<file path="config.mk">
export PLATFORM = sky130hd
export DESIGN_NAME = grf_wport_arbiter_flat
export DESIGN_NICKNAME = d
export VERILOG_FILES = /design/src/rtl/grf_wport_arbiter_if.sv /design/src/rtl/grf_wport_arbiter.sv /design/src/flat_wrapper.sv
export SDC_FILE = /design/constraint.sdc
export NUM_CORES = 1
export LEC_CHECK = 0
export CORE_MARGIN = 2
export CORE_UTILIZATION = 45
export CTS_CLUSTER_SIZE = 30
export DETAILED_ROUTE_END_ITERATION = 7
export GPL_TIMING_DRIVEN = 0
export PLACE_DENSITY = 0.73
export SETUP_SLACK_MARGIN = 0.1
export SYNTH_ARGS = -nofsm -noshare
export SYNTH_HDL_FRONTEND = slang
export SYNTH_SLANG_ARGS = --single-unit
</file>
<file path="constraint.sdc">
create_clock -name clk -period 3.1 [get_ports clk]
set_input_delay 0.62 -clock clk [delete_from_list [all_inputs] [get_ports clk]]
set_output_delay 0.62 -clock clk [all_outputs]
set_load 0.1 [all_outputs]
</file>
<file path="src/rtl/grf_wport_arbiter_if.sv">
// Write-port sharing bus: primary writeback, secondary queue, register-file port and hazard outputs.
interface grf_wport_arbiter_if;
  logic        p_we;
  logic [4:0]  p_a3;
  logic [31:0] p_wd;
  logic        s_valid;
  logic [4:0]  s_a3;
  logic [31:0] s_wd;
  logic        s_ready;
  logic [4:0]  grf_a3;
  logic [31:0] grf_wd;
  logic [31:0] pend_mask;
  logic        stall_req;
  logic [3:0]  fifo_count;

  modport slave (
    input  p_we, p_a3, p_wd, s_valid, s_a3, s_wd,
    output s_ready, grf_a3, grf_wd, pend_mask, stall_req, fifo_count
  );

  modport master (
    output p_we, p_a3, p_wd, s_valid, s_a3, s_wd,
    input  s_ready, grf_a3, grf_wd, pend_mask, stall_req, fifo_count
  );
endinterface

</file>
<file path="src/rtl/grf_wport_arbiter.sv">
// Register-file write-port arbiter: primary writeback wins, secondary writes queue in a FIFO
// and drain into idle cycles; overwritten queued entries are squashed, starvation raises stall_req.
module grf_wport_arbiter #(
  parameter int DEPTH        = 4,
  parameter int STARVE_LIMIT = 8
) (
  input logic               clk,
  input logic               reset,
  grf_wport_arbiter_if.slave bus
);
  localparam int         PW      = (DEPTH > 1) ? $clog2(DEPTH) : 1;
  localparam int         SW      = $clog2(STARVE_LIMIT + 1);
  localparam logic [3:0] DEPTH_C = 4'(DEPTH);
  localparam logic [SW-1:0] LIMIT_C = SW'(STARVE_LIMIT);

  logic [PW-1:0]  rd_ptr, wr_ptr;
  logic [3:0]     count;
  logic [DEPTH-1:0] vld;
  logic [4:0]     e_a3 [DEPTH];
  logic [31:0]    e_wd [DEPTH];
  logic [SW-1:0]  starve_cnt, starve_next;
  logic           stall_q;

  logic p_eff, s_ready, push, occ, pop, head_live;
  logic [31:0] pend;

  assign p_eff     = bus.p_we && (bus.p_a3 != 5'd0);
  assign s_ready   = (count < DEPTH_C);
  assign push      = bus.s_valid && s_ready && (bus.s_a3 != 5'd0);
  assign occ       = (count != 4'd0);
  assign pop       = occ && !p_eff;
  // queued data is held off the port while reset is applied so dropped writes never escape
  assign head_live = occ && vld[rd_ptr] && !reset;

  always_comb begin
    pend = '0;
    for (int i = 0; i < DEPTH; i++) begin
      if (vld[i]) pend[e_a3[i]] = 1'b1;
    end
    pend[0] = 1'b0;
  end

  always_comb begin
    if (pop || !occ)
      starve_next = '0;
    else if (starve_cnt < LIMIT_C)
      starve_next = starve_cnt + 1'b1;
    else
      starve_next = starve_cnt;
  end

  always_ff @(posedge clk) begin
    if (reset) begin
      rd_ptr     <= '0;
      wr_ptr     <= '0;
      count      <= '0;
      vld        <= '0;
      starve_cnt <= '0;
      stall_q    <= 1'b0;
    end else begin
      if (p_eff) begin
        for (int i = 0; i < DEPTH; i++) begin
          if (vld[i] && (e_a3[i] == bus.p_a3)) vld[i] <= 1'b0;
        end
      end
      if (pop) begin
        vld[rd_ptr] <= 1'b0;
        rd_ptr      <= rd_ptr + 1'b1;
      end
      // the push slot is never the head of a non-full queue, so this cannot collide with the pop
      if (push) begin
        vld[wr_ptr]  <= 1'b1;
        e_a3[wr_ptr] <= bus.s_a3;
        e_wd[wr_ptr] <= bus.s_wd;
        wr_ptr       <= wr_ptr + 1'b1;
      end
      case ({push, pop})
        2'b10:   count <= count + 4'd1;
        2'b01:   count <= count - 4'd1;
        default: count <= count;
      endcase
      starve_cnt <= starve_next;
      stall_q    <= (starve_next == LIMIT_C);
    end
  end

  always_comb begin
    bus.grf_a3 = 5'd0;
    bus.grf_wd = 32'd0;
    if (p_eff) begin
      bus.grf_a3 = bus.p_a3;
      bus.grf_wd = bus.p_wd;
    end else if (head_live) begin
      bus.grf_a3 = e_a3[rd_ptr];
      bus.grf_wd = e_wd[rd_ptr];
    end
  end

  assign bus.s_ready    = s_ready;
  assign bus.pend_mask  = pend;
  assign bus.stall_req  = stall_q;
  assign bus.fifo_count = count;
endmodule

</file>
<file path="src/flat_wrapper.sv">
// flat-port wrapper written by rule: the top's interface ports become plain ports
module grf_wport_arbiter_flat 
#(
  parameter int DEPTH        = 4,
  parameter int STARVE_LIMIT = 8
)
  (clk, reset, bus_p_we, bus_p_a3, bus_p_wd, bus_s_valid, bus_s_a3, bus_s_wd, bus_s_ready, bus_grf_a3, bus_grf_wd, bus_pend_mask, bus_stall_req, bus_fifo_count);
  grf_wport_arbiter_if bus_i ();
  input logic clk;
  input logic reset;
  input wire logic [$bits(bus_i.p_we)-1:0] bus_p_we;
  input wire logic [$bits(bus_i.p_a3)-1:0] bus_p_a3;
  input wire logic [$bits(bus_i.p_wd)-1:0] bus_p_wd;
  input wire logic [$bits(bus_i.s_valid)-1:0] bus_s_valid;
  input wire logic [$bits(bus_i.s_a3)-1:0] bus_s_a3;
  input wire logic [$bits(bus_i.s_wd)-1:0] bus_s_wd;
  output wire logic [$bits(bus_i.s_ready)-1:0] bus_s_ready;
  output wire logic [$bits(bus_i.grf_a3)-1:0] bus_grf_a3;
  output wire logic [$bits(bus_i.grf_wd)-1:0] bus_grf_wd;
  output wire logic [$bits(bus_i.pend_mask)-1:0] bus_pend_mask;
  output wire logic [$bits(bus_i.stall_req)-1:0] bus_stall_req;
  output wire logic [$bits(bus_i.fifo_count)-1:0] bus_fifo_count;
  assign bus_i.p_we = bus_p_we;
  assign bus_i.p_a3 = bus_p_a3;
  assign bus_i.p_wd = bus_p_wd;
  assign bus_i.s_valid = bus_s_valid;
  assign bus_i.s_a3 = bus_s_a3;
  assign bus_i.s_wd = bus_s_wd;
  assign bus_s_ready = bus_i.s_ready;
  assign bus_grf_a3 = bus_i.grf_a3;
  assign bus_grf_wd = bus_i.grf_wd;
  assign bus_pend_mask = bus_i.pend_mask;
  assign bus_stall_req = bus_i.stall_req;
  assign bus_fifo_count = bus_i.fifo_count;
  grf_wport_arbiter #(.DEPTH(DEPTH), .STARVE_LIMIT(STARVE_LIMIT)) u_core (.clk(clk), .reset(reset), .bus(bus_i));
endmodule
</file>
# After elaboration in Yosys (flattened, before gate mapping)
# Memories as Yosys holds them, arrays and structs flattened. A register that Yosys moved wholly into a read port is not among the register bits.
# Cells that the tools add are included.
# op_classes
addsub,5
bitwise_logic,6
eq_ne,7
n_reduce_logical,24
order_cmp,14
mux,41
# op_table
cell,n
two-way mux 32 bit,6
bitwise OR 32 bit,3
two-way mux 4 bit,7
< comparator 5 x 6 -> 1 bit (second input constant),4
demux 1 bit (select 5 bit),4
== test 5 bit,4
>= comparator 5 x 1 -> 1 bit (second input constant),4
logical AND 1 bit,16
two-way mux 1 bit,14
two-way mux 5 bit,2
nonzero test 5 bit,2
adder 4 x 1 -> 4 bit (second input constant),2
two-way mux 2 bit,4
one-hot mux 4 bit (2 select lines),1
< comparator 2 x 3 -> 1 bit (second input constant),2
adder 2 x 1 -> 2 bit (second input constant),2
bitwise AND 4 bit,1
demux 1 bit (select 2 bit),2
== test 4 bit (second input constant),1
>= comparator 2 x 1 -> 1 bit (second input constant),2
< comparator 4 x 3 -> 1 bit (second input constant),1
< comparator 4 bit (second input constant),1
NOT 4 bit,1
bitwise OR 4 bit,1
other kinds (8),10
# word_totals
word_cells,105
register_bits,17
memories,2
output_inout_bits,75
ram_bits,148
# mem_list
name,depth,width,read_ports,rd_ports_with_merged_regs,write_ports,line,rtl
u_core.e_wd,4,32,1,1,1,grf_wport_arbiter.sv:20,logic [31:0] e_wd [DEPTH];
u_core.e_a3,4,5,5,1,1,grf_wport_arbiter.sv:19,logic [4:0] e_a3 [DEPTH];

# Longest topological paths before layout
# An unclocked memory read counts as a cell.
# depth
ltp_word,12
mapped_depth,12

# Worst setup path before layout
# OpenSTA, ideal clock, no wires.
# synth_path
path_kind,register -> output
startpoint,"reg u_core.count[2], in the netlist u_core.bus.fifo_count[2]"
endpoint,out bus_grf_a3[0]
t_arrival_ns,4.548
required_ns,2.480
n_path_buf,0
setup_slack_ns,-2.068
stages_incl_launch_ff,5
path_cell_list,dfxtp_1 -> nor2_1 -> nand2_1 -> nand4b_4 -> o21ai_0
# synth_between
elab_chain_cells,5
# synth_lines
element,line,rtl
"start, declared",grf_wport_arbiter.sv:17,logic [3:0] count;
"start signal, assigned",grf_wport_arbiter.sv:78,2'b10: count <= count + 4'd1;
"start signal, assigned",grf_wport_arbiter.sv:79,2'b01: count <= count - 4'd1;
"start signal, assigned",grf_wport_arbiter.sv:80,default: count <= count;
nonzero test 4 bit,grf_wport_arbiter.sv:30,assign occ = (count != 4'd0);
logical AND 1 bit (2 in a row),grf_wport_arbiter.sv:33,assign head_live = occ && vld[rd_ptr] && !reset;
two-way mux 5 bit,grf_wport_arbiter.sv:93,end else if (head_live) begin
two-way mux 5 bit,grf_wport_arbiter.sv:90,if (p_eff) begin
"end, declared",flat_wrapper.sv:18,output wire logic [$bits(bus_i.grf_a3)-1:0] bus_grf_a3;
# No other way between the ends.

# Worst setup path in the final report
# layout_path
startpoint,in bus_p_a3[3]
endpoint,out bus_grf_wd[20]
# layout_between
elab_chain_cells,3
# layout_lines
element,line,rtl
"start, declared",flat_wrapper.sv:12,input wire logic [$bits(bus_i.p_a3)-1:0] bus_p_a3;
nonzero test 5 bit,grf_wport_arbiter.sv:27,assign p_eff = bus.p_we && (bus.p_a3 != 5'd0);
logical AND 1 bit,grf_wport_arbiter.sv:27,
two-way mux 32 bit,grf_wport_arbiter.sv:90,
"end, declared",flat_wrapper.sv:19,output wire logic [$bits(bus_i.grf_wd)-1:0] bus_grf_wd;
# No other way between the ends.

==> reports/metrics.yaml <==
final_cell_mix: "edfxtp_1, clkdlybuf4s50_1, nand2_1, inv_1"
power.share.switching: 0.3862
syn_area_per_cell_um2: 13.61
synth_ff_type: "edfxtp_1"
critPathArrivalTime_ns: 2.36
required_ns: 2.48
path_cells: "buf_12 > or4_4 > o21ai_4 > nand4b_4 > buf_12 > buf_16 > o21ai_4 > buf_12"
peakVddDrop_mv: 0.4099
yosysWarningCount: 0
crit_path_max_incr_delay_ns: 0.55
fillCellCount: 1329
dp.cells: 977
worstSetupPathType: "primary input to output pin"
total_power_mw: 8.179
drive_gt1_frac: 0.3291
rows: 49
synth-edff-count: 148
crit_top_cell: "buf_12"
clockBufferDepth: 2
area_growth_pct: 38.79
p_int_mw: 5.020
place.gp.congestion: 0.8679
die_x_um: 139.0
cp-end-kind: "output pin"
drcViolationCount: 0
hold_violations: 0
finalClockSkew_ns: 0.007497
grt_pass1_vias: 6126
seq_area_frac_synth: 0.5879
setup_violations: 0
wl_per_cell_um: 21.94
relSlewSlack: 0.3378
grt.total_usage: 0.2275
rsz0062_at_grt: "true"
clkTransAtPathRegs_ns: 0.06
multi_input_area_um2: 3467
fin_crit_ns: 2.975
wl_um: 22350
fin_cells: 1019
synthArstFlopShare: 0
grt_pass1_wl_um: 34110
grt-ovfl-total: 0
period_share: 0.9597
final_common_cell: "edfxtp_1"
maxCapViolCount: 0
drt_pass1_iterations: 5
final-seq-area_um2: 4830
synth_seq_cells: 167
startpoint_type: "primary input"
leakage_nw: 4.041
final_nets: 867
antenna_found_initial: 0
clock-sinks: 167
die_area_um2: 19330
hpwl_um: 14490
die_h_um: 139.0
grt_max_degree: 38
status: "completed"
diodes: 0
via_per_inst: 5.815
crit_path_top_delay_cell: "or4_4"
io_pins: 153
drtAntennaViolNets: 0
cts-root-buf: "clkbuf_16"
ys_types: 47
port_buffers: 145
drtIter0Drc: 501
synth_nets: 693
worstMarginPinSlew_ns: 0.9902
p_sw_mw: 3.159
pwr-share-seq: 0.355
synth_area_um2: 8207
min_path_type: "primary input to register"
coreArea_um2: 17900
numCtsBuffers: 17
worstPathMaxFanout: 8
p_per_area_nw_per_um2: 718.1
cts_max_level: 4
synthCells: 603
cts_tree: "done"
clkLatencyLatePin_ns: 0.42
fmax_mhz: 336.1
hold-worst-slack_ns: 0.5081
final_max_slew_viol_count: 0
pwr-share-clk: 0.250
start_util: 0.4584
pwr-share-comb: 0.395
vias: 5925
[area by class of cell]
class                           instances  share of cell area
Clock inverter                         14             0.01384
Tap cell                              229             0.02516
Inverter                               42             0.01384
Timing Repair Buffer                  157              0.1514
Buffer                                 39             0.02966
Sequential cell                       167              0.4240
Clock buffer                           18             0.03768
Multi-Input combinational cell        353              0.3044
[flip-flops by register name (all words and copies together) (netlist names), named ones only]
register / count
u_core.wr_ptr: 2
u_core.bus.stall_req: 1
u_core.rd_ptr: 2
u_core.starve_cnt: 4
u_core.e_a3: 20
u_core.vld: 4
u_core.e_wd: 128
u_core.bus.fifo_count: 4
[power groups by stage]
stage / clock [mW] / combinational [mW] / sequential (mW)
finish: 2.05 / 3.23 / 2.90
global route: 2.18 / 3.42 / 2.93
CTS: 2.08 / 3.19 / 2.90
floorplan: 0 / 2.18 / 3.05
global placement: 0 / 2.99 / 2.92
detailed placement: 0 / 3.02 / 2.94
[Yosys cell counts (6+ instances only)]
| library cell | instances | share of area |
|---|---|---|
| xnor2_1 | 10 | 0.011 |
| nand2_1 | 52 | 0.024 |
| nand3_1 | 10 | 0.0061 |
| o221ai_1 | 13 | 0.014 |
| xor2_1 | 16 | 0.017 |
| nand3b_1 | 10 | 0.0091 |
| nor2b_1 | 7 | 0.0053 |
| mux4_2 | 38 | 0.10 |
| nor2_1 | 28 | 0.013 |
| nor3b_1 | 8 | 0.0073 |
| buf_2 | 8 | 0.0049 |
| dfxtp_1 | 19 | 0.046 |
| a221o_1 | 14 | 0.017 |
| o22ai_1 | 14 | 0.011 |
| a22oi_1 | 13 | 0.012 |
| o21ai_2 | 30 | 0.032 |
| a21oi_1 | 9 | 0.0055 |
| ha_1 | 12 | 0.018 |
| o21ai_0 | 12 | 0.0073 |
| inv_1 | 42 | 0.019 |
| edfxtp_1 | 148 | 0.54 |
| clkbuf_1 | 27 | 0.012 |
| nor3_1 | 6 | 0.0037 |
| or3b_2 | 6 | 0.0064 |
[metal layers]
layer | share of wire | track usage | up-vias
met5 | 0 | 0 | -
met4 | 0.018 | 0.08134 | 0
met3 | 0.064 | 0.05456 | 39
met2 | 0.51 | 0.3886 | 287
met1 | 0.41 | 0.2843 | 2933
li1 | - | - | 2666
[cell families (layout without fill, tap and decap cells)]
kind of cell             after synthesis  count (layout)  synth area share
buffers and inverters                 83             270           0.04376
multiplexers                          42              42            0.1093
XOR/XNOR                              26              26           0.02775
AND/OR/NAND/NOR                      154             154            0.1002
AO/OA/AOI/OAI                        118             118            0.1124
adder cells (fa/ha/maj)               12              12           0.01829
flip-flops                           167             167            0.5879
other                                  1               1         0.0004569
[critical path, delay by kind of cell]
family | cells | cell delay [ns]
buffers and inverters | 4 | 0.65
AND/OR/NAND/NOR | 2 | 0.69
AO/OA/AOI/OAI | 2 | 0.36
[per-stage QoR]
stage / area (µm²) / setup TNS [ns] / setup slack (ns) / util
2_1_floorplan: 8618 / -5.879 / -0.1787 / -
3_3_place_gp: 10360 / -109.06 / -1.168 / 0.5785
3_5_place_dp: 10360 / -111.50 / -1.166 / 0.5785
4_1_cts: 11230 / 0 / 0.01655 / 0.6275
5_1_grt: 11390 / 0 / 0.07411 / 0.6362
6_report: 11390 / 0 / 0.1248 / 0.6362
[repair_timing]
item	in CTS	in global routing
gates resized for setup	458	72
setup endpoints to repair	218	60
pin swaps	7	8
gates cloned	2	1
hold buffers	0	0
buffers inserted	7	2
[worst paths after layout]
| kind | from | endpoint | slack (ns) | cells past startpoint |
|---|---|---|---|---|
| worst max-delay path | bus_p_a3[3] | bus_grf_wd[20] | 0.12 | 8 |
| worst min-delay path | bus_s_a3[2] | u_core.e_a3[2][2] | 0.51 | 1 |
| worst max register to register | u_core.bus.fifo_count[1] | u_core.bus.fifo_count[3] | 0.36 | 9 |
| worst min register to register | u_core.bus.fifo_count[2] | u_core.bus.fifo_count[2] | 0.55 | 2 |
Power figures use the tool's default switching activity.
==> variant (same flow settings) <==
`STARVE_LIMIT` is set to 8 in 2 places; all go to 16.
--- a/src/rtl/grf_wport_arbiter.sv
+++ b/src/rtl/grf_wport_arbiter.sv
@@ -2,7 +2,7 @@
 // and drain into idle cycles; overwritten queued entries are squashed, starvation raises stall_req.
 module grf_wport_arbiter #(
   parameter int DEPTH        = 4,
-  parameter int STARVE_LIMIT = 8
+  parameter int STARVE_LIMIT = 16
 ) (
   input logic               clk,
   input logic               reset,
--- a/src/flat_wrapper.sv
+++ b/src/flat_wrapper.sv
@@ -2,7 +2,7 @@
 module grf_wport_arbiter_flat 
 #(
   parameter int DEPTH        = 4,
-  parameter int STARVE_LIMIT = 8
+  parameter int STARVE_LIMIT = 16
 )
   (clk, reset, bus_p_we, bus_p_a3, bus_p_wd, bus_s_valid, bus_s_a3, bus_s_wd, bus_s_ready, bus_grf_a3, bus_grf_wd, bus_pend_mask, bus_stall_req, bus_fifo_count);
   grf_wport_arbiter_if bus_i ();
Formal check against the unedited RTL: no difference found for any inputs over 4 cycles, from zero or initial values and one cycle with reset high; that may be too few to reach the edited logic, so the function may still have changed.
==> variant against the unedited design <==
- setup slack got worse by 0.041 ns
- sequential share of layout area decreased by 0.43 points
- sequential cell count increased by 1
- area after synthesis increased by 1.1%
- critical path depth decreased by 3
- cell area increased by 1.4%
- wire length decreased by 1.1%
- power increased by 1.3%
- critical path type is now reg2out
- highest routed layer unchanged
==> variant: results (changes against the unedited design) <==
Sequential-to-total area share from yosys stat: 0.584 (-0.00423)
Status: finished clean
Post-synth top cells: 148 x edfxtp_1, 53 x nand2_1, 41 x inv_1, 38 x mux4_2, 32 x clkbuf_1
Vias in the first global route: 6,175 (+0.80%)
Distinct cells, synth: 50 (+6.4%)
Max Root-Sink Buffers: 2 (unchanged)
Via density: 5.79 (-0.43%)
Clock Latency Late Sink: 0.43 ns
Root Buffer: clkbuf_16
CTS H-Tree Depth: 4 (unchanged)
Fin Clk Skew: 0.0104 ns (+0.00289 ns)
Antenna diodes: 0 (unchanged)
Antenna violations before repair: 0 (unchanged)
Hold WC Path Type: in2reg
GPL Wtd Cong: 0.903 (+4.1%)
Slew @ Worst Pin: 0.979 ns (-0.0108 ns)
Fin nets: 880 (+1.5%)
Synth area leaders: edfxtp_1 54%, mux4_2 10%, dfxtp_1 4.8%
Async SR Flop Fraction: 0 (unchanged)
WL/cell: 21.4 um (-2.3%)
DR iter-0 viols: 503 (+0.40%)
Largest net degree at the start of global routing: 38 (unchanged)
Cts bufs inserted: 17 (unchanged)
CTS clk-pin slew, worst paths: 0.07 ns
CP max FO: 8 (unchanged)
All-layer global routing usage: 0.226 (-0.00153)
Max reg flops: 128 (unchanged)
Worst vdd ir: 0.000461 V (+12%)
Pleak: 4.09 nW (+1.3%)
Crit path DAT: 2.40 ns (+0.04 ns)
Largest regs: u_core.e_wd x128, u_core.e_a3 x20, u_core.starve_cnt x5
Ys flop type: edfxtp_1
Port Buffers: 145 (unchanged)
Share of cells above drive strength 1: 0.320 (-0.00906)
Post-synth EDFFs: 148 (unchanged)
Hold Path Stages: 1 (unchanged)
Router iterations before antenna repair: 5 (unchanged)
Syn Nets: 707 (+2.0%)
Warnings from Yosys: 0 (unchanged)
HPWL Detailed: 14,700 um (+1.5%)
Global-route wire length before repair: 34,000 um (-0.36%)
R2r worst-path depth: 9 (unchanged)
-- variant: worst paths after layout --
kind                                                from  slack [ns]                        to
worst max-delay path                   u_core.e_a3[3][1]        0.08         bus_pend_mask[25]
worst min-delay path                         bus_s_a3[4]        0.51         u_core.e_a3[2][4]
worst max register to register  u_core.bus.fifo_count[1]        0.55  u_core.bus.fifo_count[3]
worst min register to register          u_core.rd_ptr[1]        0.57                  register
-- variant: final cells by class --
class / count / area (um^2)
tap: 229 / 287
clock buffer: 17 / 425
multi-input combinational: 364 / 3540
clock inverter: 15 / 176
sequential: 168 / 4850
timing repair buffer: 157 / 1790
buffer: 41 / 329
fill: 1305 / 6470
inverter: 41 / 154
-- variant: per-layer routing --
metal / vias up / GRT usage / part of all wire
met3: 35 / 0.0520 / 0.066
met1: 2980 / 0.296 / 0.41
li1: 2708 / - / -
met5: - / 0 / 0
met2: 252 / 0.369 / 0.50
met4: 0 / 0.0884 / 0.021
-- variant: worst max-delay path: stages (launching register included) --
cell,delay (ns)
edfxtp_1,0.48
nand3b_1,0.49
nor2_1,0.21
a21oi_1,0.06
o211ai_1,0.14
clkdlybuf4s15_2,0.59
-- variant: logic make-up (layout without fill, tap and decap cells) --
group | count (synthesis) | count (layout) | share of synthesized area
flops | 168 | 168 | 0.584
simple gates | 158 | 158 | 0.103
compound gates | 123 | 123 | 0.114
fa+ha+maj | 12 | 12 | 0.0181
buf+inv | 85 | 271 | 0.0439
other cells | 1 | 1 | 0.000452
mux | 42 | 42 | 0.108
xor+xnor | 28 | 28 | 0.0295
-- variant: what timing repair did --
| action | in CTS | in global routing |
|---|---|---|
| gates cloned | 0 | 3 |
| hold endpoints to repair | 0 | 0 |
| hold buffers | 0 | 0 |
| endpoints found under the setup margin | 218 | 213 |
| setup buffers | 5 | 4 |
| pin swaps | 3 | 6 |
| resized for setup | 436 | 110 |
-- variant: power breakdown --
part | switching (mW) | internal, mW
Clock | 0.954 | 1.15
Combinational | 2.06 | 1.21
Sequential | 0.157 | 2.76
Total | 3.17 | 5.12
-- variant: per-stage QoR --
step	std cells	hold WS (ns)	instance area (um^2)	worst slack, ns
floorplan	617	0.518	8720	-0.206
global placement	991	0.521	10500	-1.20
detailed placement	991	0.554	10500	-1.21
CTS	1027	0.566	11100	0.0179
global route	1032	0.527	11600	0.0185
finish	1032	0.512	11600	0.0836
